**config.mk**
```make
export PLATFORM = sky130hd
export DESIGN_NAME = rv32_uart_rx
export DESIGN_NICKNAME = d
export VERILOG_FILES = /design/src/rtl/rv32_uart_rx.sv
export SDC_FILE = /design/constraint.sdc
export NUM_CORES = 1
export LEC_CHECK = 0
export CORE_MARGIN = 5
export CORE_UTILIZATION = 40
export CTS_CLUSTER_SIZE = 25
export DETAILED_ROUTE_END_ITERATION = 6
export GPL_TIMING_DRIVEN = 0
export PLACE_DENSITY = 0.62
export SETUP_SLACK_MARGIN = 0.4
export SLEW_MARGIN = 0
export SYNTH_ARGS = -nofsm -noshare
export SYNTH_HDL_FRONTEND = slang
export SYNTH_SLANG_ARGS = --single-unit
export TNS_END_PERCENT = 5
```
**constraint.sdc**
```tcl
create_clock -name i_clk -period 2.3 [get_ports i_clk]
set_clock_uncertainty 0.15 [all_clocks]
set_input_delay 0.46 -clock i_clk [delete_from_list [all_inputs] [get_ports i_clk]]
set_output_delay 0.46 -clock i_clk [all_outputs]
set_load 0.05 [all_outputs]
```
**src/rtl/rv32_uart_rx.sv**
```systemverilog
// UART 8N1 receiver: 2-flop synchronizer, mid-bit sampling FSM, one-entry output holding register.
// Latency: o_valid rises 3 + CLKS_PER_BIT/2 + 9*CLKS_PER_BIT cycles after the i_rx falling edge.
// Backpressure: the receiver never stalls; a byte completing into a full holding register is dropped with o_overrun.
module rv32_uart_rx #(
    parameter int CLKS_PER_BIT = 868
) (
    input  logic       i_clk,
    input  logic       i_rst,
    input  logic       i_rx,
    input  logic       i_ready,
    output logic [7:0] o_data,
    output logic       o_valid,
    output logic       o_frame_err,
    output logic       o_overrun,
    output logic       o_busy
);
    localparam int            CW       = $clog2(CLKS_PER_BIT);
    localparam logic [CW-1:0] HALF_CNT = CW'(CLKS_PER_BIT / 2 - 1);
    localparam logic [CW-1:0] FULL_CNT = CW'(CLKS_PER_BIT - 1);

    typedef enum logic [1:0] {IDLE, START, DATA, STOP} state_t;

    state_t        state;
    logic [CW-1:0] cnt;
    logic [2:0]    bit_idx;
    logic [7:0]    shreg;
    logic          rx_meta;
    logic          rx_s;
    logic          rx_d;

    // Synchronizer resets to the idle-high line level so reset release never looks like a start edge.
    always_ff @(posedge i_clk or negedge i_rst) begin
        if (!i_rst) begin
            rx_meta <= 1'b1;
            rx_s    <= 1'b1;
            rx_d    <= 1'b1;
        end else begin
            rx_meta <= i_rx;
            rx_s    <= rx_meta;
            rx_d    <= rx_s;
        end
    end

    always_ff @(posedge i_clk or negedge i_rst) begin
        if (!i_rst) begin
            state       <= IDLE;
            cnt         <= '0;
            bit_idx     <= '0;
            shreg       <= '0;
            o_data      <= 8'h00;
            o_valid     <= 1'b0;
            o_frame_err <= 1'b0;
            o_overrun   <= 1'b0;
            o_busy      <= 1'b0;
        end else begin
            o_frame_err <= 1'b0;
            o_overrun   <= 1'b0;
            // A completion later in this block overrides the clear on the same edge.
            if (o_valid && i_ready)
                o_valid <= 1'b0;

            case (state)
                IDLE: begin
                    if (rx_d && !rx_s) begin
                        cnt    <= '0;
                        state  <= START;
                        o_busy <= 1'b1;
                    end
                end
                START: begin
                    if (cnt == HALF_CNT) begin
                        if (!rx_s) begin
                            cnt     <= '0;
                            bit_idx <= '0;
                            state   <= DATA;
                        end else begin
                            state  <= IDLE;
                            o_busy <= 1'b0;
                        end
                    end else begin
                        cnt <= cnt + 1'b1;
                    end
                end
                DATA: begin
                    if (cnt == FULL_CNT) begin
                        shreg <= {rx_s, shreg[7:1]};
                        cnt   <= '0;
                        if (bit_idx == 3'd7)
                            state <= STOP;
                        else
                            bit_idx <= bit_idx + 1'b1;
                    end else begin
                        cnt <= cnt + 1'b1;
                    end
                end
                STOP: begin
                    if (cnt == FULL_CNT) begin
                        cnt    <= '0;
                        state  <= IDLE;
                        o_busy <= 1'b0;
                        if (!rx_s) begin
                            o_frame_err <= 1'b1;
                        end else if (!o_valid || i_ready) begin
                            o_data  <= shreg;
                            o_valid <= 1'b1;
                        end else begin
                            o_overrun <= 1'b1;
                        end
                    end else begin
                        cnt <= cnt + 1'b1;
                    end
                end
                default: begin
                    state  <= IDLE;
                    o_busy <= 1'b0;
                end
            endcase
        end
    end
endmodule

```
==> flow_metrics.tcl, run 1 <==
set metrics [dict create \
    status "complete, no violations" \
    hold_class "in -> async" \
    reg2reg_slack_ps 270 \
    period_share_pct 89.6 \
    final_common_cell "dfrtp_1" \
    synthArstFlopShare_pct 100 \
    power_density_nw_per_um2 732 \
    slew_viol_final 0 \
    cts_sinks 38 \
    crit_path_max_fanout 2 \
    clock-root-buffer "clkbuf_8" \
    synth_cell_types 44 \
    dp.cells 218 \
    htree_levels 2 \
    grt-ovfl-total 0 \
    ys_seq_elements 38 \
    fp.dieH_um 77.0 \
    worstMarginPinSlew_ps 835 \
    synthFlopType "dfrtp_1" \
    cts_tree "done" \
    drc 0 \
    die_w_um 77.0 \
    synth_area_sq_um 1790 \
    ir_drop_uv 346 \
    syn_avg_cell_area_sq_um 11.9 \
    path_cells "clkdlybuf4s50_1" \
    final_cell_mix "dfrtp_1 (34), mux2_2 (14), clkdlybuf4s50_1 (12)" \
    layout_min_cycle_time_ps 2060 \
    area_growth_pct 19.2 \
    fmax_ghz 0.485 \
    slew_headroom_pct 44.3 \
    fin_nets 184 \
    crit_path_start_kind "register" \
    grt_first_pass_wirelength_um 6090 \
    wl_per_cell_um 15.3 \
    cts_hold_buf 0 \
    post-place-ws_ps 84.5 \
    swShare_pct 30.2 \
    yosysSeqAreaShare_pct 53.2 \
    intPower_mw 1.09 \
    wl_um 3510 \
    crit_path_top_delay_cell "clkdlybuf4s50_1" \
    seqCellArea_sq_um 956 \
    row_count 24 \
    cts_buffer_depth 2 \
    power.leakage_nw 0.985 \
    clkLatencyLatePin_ps 290 \
    coreArea_sq_um 4350 \
    grtUsageTotal_pct 12.9 \
    fillers 372 \
    port-buffer-count 15 \
    vias 1316 \
    critPathBufInv 1 \
    vias_per_cell 5.75 \
    p_clk_share_pct 30.3 \
    rsz0062_at_grt "yes" \
    start_util_pct 41.2 \
    yosysWarnings 0 \
    grt_max_degree 39 \
    drt_iter0_markers 50 \
    hold_viol_final 0 \
    dpl.hpwl_um 2510 \
    netlist.area_leader.share_pct 48.8 \
    crit_required_ps 1690 \
    antenna_found_initial 0 \
    drive_gt1_share_pct 22.6 \
    drtAntennaViolNets 0 \
    fin_cells 229 \
    setup_slack_ps 239 \
    syn-instance-count 151 \
    io-pin-count 16 \
    clk_pin_slew_ps 80 \
    numCtsBuffers 5 \
    crit_arrival_ps 1450 \
    p_sw_uw 473 \
    drv_cap 0 \
    n_antenna_cell 0 \
    multi_input_area_sq_um 802 \
    grt_pass1_vias 1346 \
    syn-num-nets 159 \
    cpPeakStageDelay_ps 810 \
    seqPwrFrac_pct 52.3 \
    place.gp.congestion 0.810 \
    cp_top_family "buffers and inverters" \
    post-synth-top-area-cell "dfrtp_1" \
    synthTopCellsByArea "dfrtp_1 (49%), mux2_2 (9.4%), dfstp_2 (4.4%)" \
    setup_violations 0 \
    power_frac_comb_pct 17.4 \
    die_area_sq_um 5930 \
    drt_pass1_iterations 4 \
    synth_edf_count 0 \
    critPathCaptureType "output port" \
    crit_type "reg -> out" \
]
[worst reg2reg max path, stage by stage, from the launching register on]
cell and delay (ps):
dfrtp_1 430, inv_1 100, ha_1 170, nor2b_1 270, nand3_1 210, o32a_1 360
a22o_1 240
[cells in the mapped netlist (2+ instances only)]
| cell type | n |
|---|---|
| inv_1 | 9 |
| mux2_2 | 15 |
| a21oi_1 | 3 |
| xor2_1 | 2 |
| and3_1 | 4 |
| nand2b_1 | 2 |
| o211ai_1 | 3 |
| nand4_1 | 5 |
| o2bb2ai_1 | 2 |
| nand3b_1 | 3 |
| o21ai_0 | 9 |
| buf_2 | 2 |
| nand2_1 | 5 |
| dfrtp_1 | 35 |
| nor2_1 | 3 |
| ha_1 | 4 |
| a21o_1 | 2 |
| a22o_1 | 3 |
| dfstp_2 | 3 |
| nor3_1 | 5 |
| nor2b_1 | 2 |
| nand3_1 | 8 |
[sequential cells by signal (all words and copies together) (netlist names), named ones only]
name         cells
bit_idx          3
cnt             10
o_busy           1
o_data           8
o_frame_err      1
o_overrun        1
o_valid          1
rx_d             1
rx_meta          1
rx_s             1
shreg            8
state            1
[power groups by stage]
| stage | Clock (mW) | Sequential, mW | Combinational, mW |
|---|---|---|---|
| 6_report | 0.475 | 0.818 | 0.272 |
| 5_1_grt | 0.532 | 0.833 | 0.302 |
| 4_1_cts | 0.496 | 0.816 | 0.256 |
| 3_5_place_dp | 0 | 0.826 | 0.256 |
| 3_3_place_gp | 0 | 0.823 | 0.240 |
| 2_1_floorplan | 0 | 0.814 | 0.177 |
[metrics by stage]
| step | hold WS (ps) | utilization, % | setup TNS, ps | instance area [sq um] | power [mW] |
|---|---|---|---|---|---|
| 2_1_floorplan | 14.4 | - | 0 | 1790 | 0.991 |
| 6_report | 122 | 49.1 | 0 | 2140 | 1.56 |
| 4_1_cts | 152 | 48.6 | 0 | 2110 | 1.57 |
| 3_3_place_gp | 198 | 46.1 | -8200 | 2010 | 1.06 |
| 5_1_grt | 181 | 49.1 | 0 | 2140 | 1.67 |
| 3_5_place_dp | 199 | 46.0 | 0 | 2000 | 1.08 |
[kinds of logic after synthesis]
logic type                 count (synthesis)  synth area share [%]
and+or+nand+nor                           47                  17.6
adders and majority gates                  4                  2.79
buffers and inverters                     12                  2.65
AOI/OAI and AO/OA                         32                  12.8
xor gates and xnor gates                   2                 0.976
DFF                                       38                  53.2
muxes                                     16                  9.97
[cell type report]
class,count,area share (%)
multi-input cells,101,37.5
clock inverters,2,0.585
plain buffers,3,0.644
well taps,52,3.04
inverters,9,1.58
flip-flops and latches,38,44.7
clock buffers,6,3.86
repair buffers,18,8.07
[what timing repair did]
item	4_1_cts	5_1_grt
setup endpoints to repair	34	43
resized for setup	2	5
setup buffers	2	1
pin swaps	1	2
[path summary, 6_finish.rpt]
| path | startpoint | depth (start not counted) | to |
|---|---|---|---|
| setup / recovery | o_data[4] | 1 | o_data[4] |
| hold / removal | i_rst | 1 | o_data[5] |
| setup reg to reg | cnt[1] | 6 | bit_idx[0] |
| hold reg to reg | rx_meta | 0 | rx_s |
| max in group asynchronous | i_rst | 1 | cnt[0] |
| min in group i_clk | rx_meta | 0 | rx_s |
[layer usage]
metal | GRT usage, % | share of wire (%)
met1 | 14.6 | 43
met2 | 21.6 | 51
met3 | 4.45 | 3.9
met4 | 6.01 | 2.6
met5 | 0 | 0
Power figures use the tool's default switching activity.
==> inputs of run 2 (changes only) <==
- ABC_CLOCK_PERIOD_IN_PS: not set -> 2300
- CAP_MARGIN: not set -> 20
- CORE_UTILIZATION: 40 -> 50
- PLACE_DENSITY: 0.62 -> 0.74
==> run 2 against run 1 <==
Against the previous run:
- global-route usage rose by 2.3 points
- critical path type unchanged
- hold slack worse by 75 ps
- count of clock-buffer cells in the layout stayed put
- cell count down 3.1%
- register-to-register slack got worse by 20 ps
- cell area fell by 0.59%
- critical endpoint is now o_data[5]
==> flow_metrics.tcl, run 2 (same netlist as run 1, synthesis figures left out) <==
set metrics [dict create \
    status "complete, no violations" \
    power.leakage_nw 0.975 \
    hold_viol_final 0 \
    die_area_sq_um 4890 \
    coreArea_sq_um 3420 \
    place.gp.congestion 0.816 \
    drtAntennaViolNets 0 \
    top_regs "cnt: 10 flops, o_data: 8 flops, shreg: 8 flops" \
    critPathCaptureType "output port" \
    drt_pass1_iterations 4 \
    fin_nets 183 \
    antenna_found_initial 0 \
    vias_per_cell 5.72 \
    ir_drop_uv 606 \
    cp_top_family "buffers and inverters" \
    die_w_um 69.9 \
    dpl.hpwl_um 2390 \
    fin_cells 222 \
    fillers 290 \
    grt_max_degree 39 \
    hold_class "in -> async" \
    rsz0062_at_grt "yes" \
    layout_min_cycle_time_ps 2140 \
    period_share_pct 93.1 \
    n_antenna_cell 0 \
    io-pin-count 16 \
    crit_arrival_ps 1530 \
    post-place-ws_ps 123 \
    slew_viol_final 0 \
    critPathBufInv 1 \
    setup_violations 0 \
    crit_type "reg -> out" \
    wl_um 3360 \
    postPlaceCellArea_sq_um 2000 \
    fin_area_sq_um 2130 \
    grt_pass1_vias 1268 \
    worstMarginPinSlew_ps 799 \
    power_density_nw_per_um2 772 \
    cts_tree "done" \
    numCtsBuffers 5 \
    fmax_ghz 0.467 \
    drive_gt1_share_pct 21.6 \
    htree_levels 2 \
    start_util_pct 52.5 \
    clock-root-buffer "clkbuf_4" \
    dp.cells 212 \
    crit_start "o_data[5]" \
    setup_slack_ps 159 \
    crit_path_max_fanout 2 \
    path_cells "clkdlybuf4s50_1" \
    grtUsageTotal_pct 15.1 \
    grt-ovfl-total 0 \
    drc 0 \
    regMostFlops "cnt" \
    drv_cap 0 \
    crit_path_top_delay_cell "clkdlybuf4s50_1" \
    clk_pin_slew_ps 110 \
    cts_sinks 38 \
    rr_startpoint "cnt[0]" \
    drt_iter0_markers 70 \
    final_cell_mix "dfrtp_1 (34), mux2_2 (15), clkdlybuf4s50_1 (12)" \
    final_common_cell "dfrtp_1" \
    wl_per_cell_um 15.1 \
    crit_path_start_kind "register" \
    grt_first_pass_wirelength_um 5930 \
    port-buffer-count 15 \
    row_count 21 \
    crit_required_ps 1690 \
    area_growth_pct 18.5 \
    vias 1270 \
    holdWs_ps 47.3 \
    fp.dieH_um 69.9 \
    cts_buffer_depth 2 \
    largest_reg_flops 10 \
    cpPeakStageDelay_ps 810 \
    slew_headroom_pct 46.7 \
    clkLatencyLatePin_ps 340 \
]
[run 2: cell types whose count changed in the layout (fill, tap and decap cells not counted), sizes merged]
cell	before	now
clkinv	1	0
buf	6	5
clkinvlp	1	0
bufinv	0	2
[run 2: repair_timing]
item | in CTS | in global routing
setup buffers | 2 | 0
hold buffers | 0 | 0
setup endpoints to repair | 32 | 43
pin swaps | 1 | 0
resized for setup | 1 | 2
[run 2: worst reg2reg max path: cells and delay by family (launching register included)]
family,cells,cell delay (ps)
and+or+nand+nor,3,640
DFF,1,430
muxes,1,340
adders and majority gates,1,210
buffers and inverters,1,170
[run 2: metrics by stage]
step	TNS (ps)	util [%]	power, mW
after floorplan	0	-	0.991
after global placement	-6300	58.6	1.06
after detailed placement	0	58.5	1.07
after CTS	0	62.1	1.65
after global routing	0	62.2	1.73
final	0	62.2	1.64
[run 2: per-layer routing]
layer | track usage [%] | routed length [um] | vias up
met1 | 18.3 | 1460 | 636
li1 | - | - | 608
met3 | 4.59 | 123 | 5
met4 | 5.11 | 46 | 0
met5 | 0 | 0 | -
met2 | 25.7 | 1730 | 21
[run 2: report_power, final]
part           switching [mW]  internal [mW]  total (mW)
sequential             0.0861          0.730       0.816
combinational           0.139          0.105       0.244
clock                   0.213          0.368       0.581
[run 2: final timing paths]
path	end	slack (ps)	cells after the start
setup / recovery	o_data[5]	160	1
hold / removal	o_busy	50	1
setup reg to reg	o_data[5]	250	6
hold reg to reg	rx_s	210	0
max in group asynchronous	cnt[0]	1410	1
min in group i_clk	rx_s	210	0
[run 2: area by class of cell]
class,instances,area [sq um],area share [%]
buffer,3,13.8,0.647
inverter,9,33.8,1.59
timing repair buffer,17,161,7.59
clock inverter,2,60.1,2.83
multi-input combinational,101,792,37.3
tap,46,57.6,2.71
clock buffer,6,51.3,2.41
sequential,38,956,45.0
==> inputs of run 3 (changes only) <==
- CORE_UTILIZATION: 50 -> 24
- PLACE_DENSITY: 0.74 -> 0.43
==> run 3 against run 2 <==
Against the previous run:
- critical path depth stayed put
- critical endpoint is now o_data[3]
- via count fell by 1.0%
- clock power decreased by 26%
- routed wire length up 9.8%
==> flow_metrics.tcl, run 3 (same netlist as run 1, synthesis figures left out) <==
set metrics [dict create \
    grtUsageTotal_pct 8.69 \
    critPathCaptureType "output port" \
    crit_start "o_data[3]" \
    grt_pass1_vias 1218 \
    die_w_um 96.5 \
    cts_tree "done" \
    multi_input_area_sq_um 812 \
    power.leakage_nw 1.00 \
    grt-ovfl-total 0 \
    crit_type "reg -> out" \
    grt_first_pass_wirelength_um 6130 \
    crit_path_start_kind "register" \
    io-pin-count 16 \
    drc 0 \
    crit_path_max_fanout 2 \
    clk_pin_slew_ps 80 \
    drtAntennaViolNets 0 \
    row_count 31 \
    wl_per_cell_um 13.2 \
    cts_buffer_depth 2 \
    grt_max_degree 39 \
    die_area_sq_um 9310 \
    layout_min_cycle_time_ps 2050 \
    crit_arrival_ps 1440 \
    dpl.hpwl_um 2520 \
    rr_startpoint "cnt[1]" \
    hold_class "in -> async" \
    clock-root-buffer "clkbuf_8" \
    antenna_found_initial 0 \
    path_cells "clkdlybuf4s50_1" \
    fin_nets 189 \
    wl_um 3680 \
    clkLatencyLatePin_ps 290 \
    fmax_ghz 0.488 \
    finalPower_mw 1.62 \
    drive_gt1_share_pct 27.1 \
    htree_levels 2 \
    ir_drop_uv 175 \
    period_share_pct 89.0 \
    place.gp.congestion 0.775 \
    vias_per_cell 4.49 \
    hold_viol_final 0 \
    area_growth_pct 25.0 \
    fin_area_sq_um 2240 \
    largest_reg_flops 10 \
    slew_viol_final 0 \
    seqCellArea_sq_um 961 \
    drt_pass1_iterations 3 \
    crit_required_ps 1690 \
    coreArea_sq_um 7250 \
    numCtsBuffers 5 \
    cp_top_family "buffers and inverters" \
    drv_cap 0 \
    drt_iter0_markers 34 \
    port-buffer-count 15 \
    post-place-ws_ps 85.6 \
    setup_violations 0 \
    fp.dieH_um 96.5 \
    regMostFlops "cnt" \
    power_density_nw_per_um2 723 \
    setup_slack_ps 253 \
    cpPeakStageDelay_ps 810 \
    rsz0062_at_grt "yes" \
    vias 1257 \
    critPathBufInv 1 \
    status "complete, no violations" \
    crit_path_top_delay_cell "clkdlybuf4s50_1" \
    worstMarginPinSlew_ps 843 \
    final_cell_mix "dfrtp_1 (30), mux2_2 (14), clkdlybuf4s50_1 (12)" \
    final_common_cell "dfrtp_1" \
    slew_headroom_pct 43.8 \
    cts_sinks 38 \
    fillers 753 \
    postPlaceCellArea_sq_um 2060 \
    n_antenna_cell 0 \
    top_regs "cnt: 10 flops, o_data: 8 flops, shreg: 8 flops" \
    start_util_pct 24.7 \
]
## run 3: changes by cell type in the layout (fill, tap and decap cells not counted), moves of 2 or more
| cell | previous run | this run |
|---|---|---|
| clkbuf_4 | 5 | 0 |
| bufinv_16 | 2 | 0 |
| dfrtp_1 | 34 | 30 |
| clkbuf_8 | 1 | 5 |
| dfrtp_2 | 1 | 5 |
| buf_4 | 2 | 7 |
| clkinv_2 | 0 | 2 |
## run 3: layout make-up
cell class | count | area share, %
Sequential cell | 38 | 42.8
Multi-Input combinational cell | 101 | 36.2
Timing Repair Buffer | 23 | 9.76
Tap cell | 99 | 5.52
Clock buffer | 5 | 3.07
Inverter | 9 | 1.51
Buffer | 3 | 0.669
Clock inverter | 2 | 0.446
## run 3: power breakdown
part | leakage (nW) | internal, mW | total (mW) | switching, mW
sequential | 0.498 | 0.737 | 0.824 | 0.0870
combinational | 0.459 | 0.187 | 0.367 | 0.180
clock | 0.0438 | 0.203 | 0.430 | 0.227
total | 1.00 | 1.13 | 1.62 | 0.494
## run 3: repair_timing
action                     in CTS  in global routing
gates resized for setup         2                 11
pin swaps                       1                  4
setup endpoints to repair      33                 42
cloned                          0                  0
hold buffers                    0                  0
setup buffers                   1                  7
## run 3: worst paths after layout
path,to,slack [ps],depth (start not counted)
worst max-delay path,o_data[3],250,1
worst min register to register,rx_s,210,0
worst min-delay path,cnt[4],120,1
worst max register to register,bit_idx[0],260,6
min in group i_clk,rx_s,210,0
max in group asynchronous,cnt[3],1300,1
## run 3: metrics by stage
step,TNS [ps],instances,hold slack (ps),utilization [%]
after floorplan,0,151,14.4,-
after global placement,-9530,265,197,28.5
after detailed placement,0,265,197,28.4
after CTS,0,273,158,29.8
after global routing,0,280,205,30.9
final,0,280,119,30.9
## run 3: per-layer routing
metal  part of all wire [%]  GRT usage [%]  vias to the layer above
li1                       -              -                      621
met1                     47           10.8                      615
met2                     47           13.3                       15
met3                    3.8           2.63                        6
met4                    2.3           4.91                        0
met5                      0              0                        -
